===== src/rtl/adiabatic_inv_pipe.sv =====
// adiabatic_inv_pipe: multi-stage adiabatic inverter chain driven by a
// four-phase power-clock sequencer. Each stage evaluates on its own phase and
// recovers (clears) on the following phase, so a word ripples down the chain
// one stage per phase with a valid flag alongside it.
//
// Power-clock phase FSM:
//   state | meaning
//   PH0   | stages 0,4,8.. evaluate; stage 0 samples din (in_ready on tick)
//   PH1   | stages 1,5,9.. evaluate; stages 0,4,8.. recover
//   PH2   | stages 2,6,..  evaluate; stages 1,5,..  recover
//   PH3   | stages 3,7,..  evaluate; stages 2,6,..  recover
module adiabatic_inv_pipe #(
    parameter int WIDTH     = 8,
    parameter int STAGES    = 4,
    parameter int PHASE_CYC = 2
) (
    input  logic             clk,
    input  logic             rst,
    input  logic             en,
    input  logic             in_valid,
    input  logic [WIDTH-1:0] din,
    output logic             in_ready,
    output logic [3:0]       pwr_phase,
    output logic [WIDTH-1:0] dout,
    output logic             out_valid,
    output logic [15:0]      out_cnt
);
    localparam int               SUB_W    = (PHASE_CYC > 1) ? $clog2(PHASE_CYC) : 1;
    localparam logic [SUB_W-1:0] SUB_LAST = SUB_W'(PHASE_CYC - 1);
    localparam logic [SUB_W-1:0] SUB_ONE  = SUB_W'(1);

    typedef enum logic [1:0] {
        PH0 = 2'd0,
        PH1 = 2'd1,
        PH2 = 2'd2,
        PH3 = 2'd3
    } phase_t;

    phase_t           ph_q;
    phase_t           ph_d;
    logic [SUB_W-1:0] sub_q;
    logic             tick;
    logic [15:0]      cnt_q;
    logic             last_eval;
    logic             last_nv;

    // A tick ends a phase; en low suppresses it even on the terminal sub count.
    assign tick = en && (sub_q == SUB_LAST);

    // Sub-phase counter: counts enabled cycles within one power-clock phase.
    always_ff @(posedge clk or posedge rst) begin
        if (rst) begin
            sub_q <= '0;
        end else if (en) begin
            sub_q <= tick ? '0 : sub_q + SUB_ONE;
        end
    end

    // Phase state register.
    always_ff @(posedge clk or posedge rst) begin
        if (rst) begin
            ph_q <= PH0;
        end else begin
            ph_q <= ph_d;
        end
    end

    // Phase advance on tick; stage 0 is open for a new word only on the PH0 tick.
    always_comb begin
        ph_d     = ph_q;
        in_ready = 1'b0;
        if (tick) begin
            in_ready = (ph_q == PH0);
            case (ph_q)
                PH0: ph_d = PH1;
                PH1: ph_d = PH2;
                PH2: ph_d = PH3;
                PH3: ph_d = PH0;
            endcase
        end
    end

    // Phase stays visible while frozen by en low.
    assign pwr_phase = 4'b0001 << ph_q;

    for (genvar k = 0; k < STAGES; k++) begin : g_stage
        localparam logic [1:0] EV_PH = 2'(k % 4);
        localparam logic [1:0] RC_PH = 2'((k + 1) % 4);

        logic [WIDTH-1:0] s;
        logic             v;
        logic [WIDTH-1:0] nd;
        logic             nv;
        logic             eval_k;
        logic             rec_k;

        if (k == 0) begin : g_in
            assign nd = ~din;
            assign nv = in_valid;
        end else begin : g_chain
            assign nd = ~g_stage[k-1].s;
            assign nv = g_stage[k-1].v;
        end

        assign eval_k = tick && (ph_q == phase_t'(EV_PH));
        assign rec_k  = tick && (ph_q == phase_t'(RC_PH));

        // Evaluate captures the inverted upstream word (bubbles load zero);
        // recover returns the stage to zero one phase later.
        always_ff @(posedge clk or posedge rst) begin
            if (rst) begin
                s <= '0;
                v <= 1'b0;
            end else if (eval_k) begin
                s <= nv ? nd : '0;
                v <= nv;
            end else if (rec_k) begin
                s <= '0;
                v <= 1'b0;
            end
        end
    end

    assign dout      = g_stage[STAGES-1].s;
    assign out_valid = g_stage[STAGES-1].v;
    assign last_eval = g_stage[STAGES-1].eval_k;
    assign last_nv   = g_stage[STAGES-1].nv;

    // Delivered-word counter, held at all-ones rather than wrapping.
    always_ff @(posedge clk or posedge rst) begin
        if (rst) begin
            cnt_q <= '0;
        end else if (last_eval && last_nv && (cnt_q != 16'hFFFF)) begin
            cnt_q <= cnt_q + 16'd1;
        end
    end

    assign out_cnt = cnt_q;

endmodule


===== config.mk =====
export PLATFORM = sky130hd
export DESIGN_NAME = adiabatic_inv_pipe
export DESIGN_NICKNAME = d
export VERILOG_FILES = /design/src/rtl/adiabatic_inv_pipe.sv
export SDC_FILE = /design/constraint.sdc
export NUM_CORES = 1
export LEC_CHECK = 0
export ABC_AREA = 1
export CORE_ASPECT_RATIO = 2
export CORE_MARGIN = 10
export CORE_UTILIZATION = 53
export DETAILED_ROUTE_END_ITERATION = 12
export PLACE_DENSITY = 0.79
export REMOVE_ABC_BUFFERS = 1
export SYNTH_ARGS = -nofsm -noshare
export SYNTH_HDL_FRONTEND = slang
export SYNTH_SLANG_ARGS = --single-unit

===== constraint.sdc =====
create_clock -name clk -period 2 [get_ports clk]
set_input_delay 0.3 -clock clk [delete_from_list [all_inputs] [get_ports clk]]
set_output_delay 0.3 -clock clk [all_outputs]
set_load 0.005 [all_outputs]

==> flow_summary.ini <==
[min_path]
hold_class = in2async

[clock_tree]
path_clk_slew_ns = 0.10
clkLatencyLatePin_ns = 0.31
cts_tree = yes
clock_sinks = 55
clk_path_buf_depth = 2
htreeDepth = 2
cts_hold_buf = 0
clockRootBuffer = clkbuf_8
cts_made_buffers = 5

[power]
p_leak_uw = 0.00147
vdd_drop_max_v = 0.000831
sw_frac_of_total_pct = 29.6
clkPwrFrac_pct = 22.2
switchingPower_uw = 889
intPower_uw = 2110
power.density_nw_per_um2 = 952
power.share.combinational_pct = 25.0
seqPwrFrac_pct = 52.8

[die]
die_y_um = 119
initial_utilization_pct = 55.5
core_area_um2 = 4640
ios = 42
fp.dieArea_um2 = 8220
die_x_um = 69.3
num_rows = 35

[synth]
synthCells = 290
synth_seq_cells = 55
synth_warnings = 0
netlist_area_um2 = 2580
synthDistinctLibCells = 24
avgSynthCellArea_um2 = 8.89
seq_area_frac_synth_pct = 53.4

[grt]
grt_pass1_wl_um = 9740
antenna_found_initial = 0
grt_pass1_vias = 2187
overflow = 0
track_usage_pct = 13.7
grt_max_degree = 20

[layout]
fin_nets = 355
final_cell_mix = nand2_1, dfrtp_1, nand3_1
drive_above_1_share_pct = 10.9
syn2layout_area_growth_pct = 22.4
layout.cells.non_filler = 394
fill_cells = 426
final_common_cell = nand2_1
n_antenna_cell = 0

[setup_path]
crit_path_end_kind = output port
path_cells = buf_4, ha_1, clkdlybuf4s50_1
critPathLaunchType = flop
max_stage_delay_ns = 0.55
worst_path_max_delay_cell = clkdlybuf4s50_1
required_ns = 1.70
crit_family = buffers and inverters
cp_max_fo = 3
cp.buffers_inverters = 2
arrival_ns = 1.59
crit_type = reg2out

[sta]
rsz0062_at_grt = false
hold_viol = 0
skew_ns = 0.00820
worst_pin_slew_ns = 0.385
min_period_ns = 1.89
relSlewSlack_pct = 74.3
fin_tns_setup_ns = 0
setup_viol = 0
fin_crit_sh_pct = 94.5
max_freq_ghz = 0.529
slew_viol_final = 0

[detailed_routing]
postRouteAntennaNets = 0
route.met2.wl_um = 3100
routed_wl_um = 5610
drc = 0
dr_wl_met3_um = 247
viasPerCell = 5.36
vias = 2113
drt-initial-drc-count = 113
met1Wirelength_um = 2030
wl_per_cell_um = 14.2
firstDrtPassIters = 4
highest_layer = met4

[place]
gp_congestion = 0.880
io_buffer_count = 41
hpwlAfterDp_um = 4330
placed_cells = 385

[outcome]
status = complete, no violations

[job]
drv_cap = 0
## registers in the layout, summed over array words and instances (netlist names)
| register | count |
|---|---|
| ph_q | 2 |
| g_stage.v | 3 |
| out_cnt | 16 |
| dout | 8 |
| out_valid | 1 |
| g_stage.s | 24 |
| sub_q | 1 |
## layout make-up
class	instances	area, um^2	area share, %
Timing Repair Buffer	47	454	14.4
Sequential cell	55	1380	43.6
Inverter	29	110	3.49
Clock inverter	1	7.51	0.238
Clock buffer	7	96.3	3.05
Multi-Input combinational cell	200	1040	33.0
Tap cell	55	68.8	2.18
## worst reg2reg max path: cells and delay by family, from the launching register on
kind                       cells  cell delay (ns)
AOI/OAI and AO/OA              1             0.07
DFF                            1             0.43
adders and majority gates      1             0.25
and+or+nand+nor                5             0.80
## through the flow
step / setup WS, ns / area [um^2] / hold WS [ns] / power [uW] / utilization (%)
floorplan: 0.357 / 2530 / 0.412 / 2010 / -
global placement: 0.146 / 3050 / 0.447 / 2320 / 65.6
detailed placement: 0.153 / 3050 / 0.452 / 2360 / 65.6
CTS: 0.0954 / 3160 / 0.276 / 3050 / 68.0
global route: 0.0291 / 3160 / 0.301 / 3210 / 68.0
finish: 0.110 / 3160 / 0.269 / 3000 / 68.0
## power groups by stage
| stage | Sequential [uW] | Clock (uW) | Combinational (uW) |
|---|---|---|---|
| 5_1_grt | 1620 | 723 | 872 |
| 2_1_floorplan | 1570 | 0 | 439 |
| 3_3_place_gp | 1600 | 0 | 727 |
| 6_report | 1580 | 667 | 751 |
| 3_5_place_dp | 1610 | 0 | 755 |
| 4_1_cts | 1580 | 691 | 774 |
## path summary, 6_finish.rpt
path                            startpoint               to  slack (ns)  depth (start not counted)
hold reg to reg            g_stage[2].s[6]          dout[6]        0.46                          1
setup reg to reg                out_cnt[0]       out_cnt[2]        0.39                          7
setup / recovery                   ph_q[0]     pwr_phase[3]        0.11                          3
hold / removal                         rst          dout[2]        0.27                          2
max in group asynchronous              rst  g_stage[2].s[4]        1.20                          3
min in group clk           g_stage[2].s[6]          dout[6]        0.46                          1
## cell usage after synthesis
master	count	area [um^2]
nor2_4	3	33.8
nand3_1	42	210
buf_6	3	33.8
inv_1	24	90.1
nor2_2	2	12.5
nor2_1	18	67.6
o211ai_1	1	7.51
nand2_2	7	43.8
xor2_1	4	35.0
nand2_1	66	248
nand3_4	1	17.5
ha_1	5	62.6
nor2_8	1	20.0
buf_2	3	15.0
inv_2	4	15.0
xnor2_1	1	8.76
o21ai_0	34	170
nand3b_1	2	15.0
o21ai_1	2	10.0
dfrtp_1	55	1380
nand3_2	3	30.0
and2_1	1	6.26
nand4_1	7	43.8
clkinv_2	1	5.00
## timing repair
| action | CTS | global route |
|---|---|---|
| buffers inserted | 1 | 0 |
| setup endpoints to repair | 1 | 0 |
| gates resized for setup | 1 | 0 |
## cell families (layout without fill, tap and decap cells)
kind of cell             count (synthesis)  in the layout  synth area share, %
AND/OR/NAND/NOR                        153            153                 29.0
XOR/XNOR                                 5              5                 1.70
flip-flops                              55             55                 53.4
adder cells (fa/ha/maj)                  5              5                 2.43
AO/OA/AOI/OAI                           37             37                 7.28
buffers and inverters                   35             84                 6.16
## metal layers
metal / track usage [%] / up-vias
met5: 0 / -
met3: 3.27 / 16
met2: 25.5 / 50
met4: 8.10 / 0
met1: 13.0 / 1006
li1: - / 1041
Power figures use the tool's default switching activity.
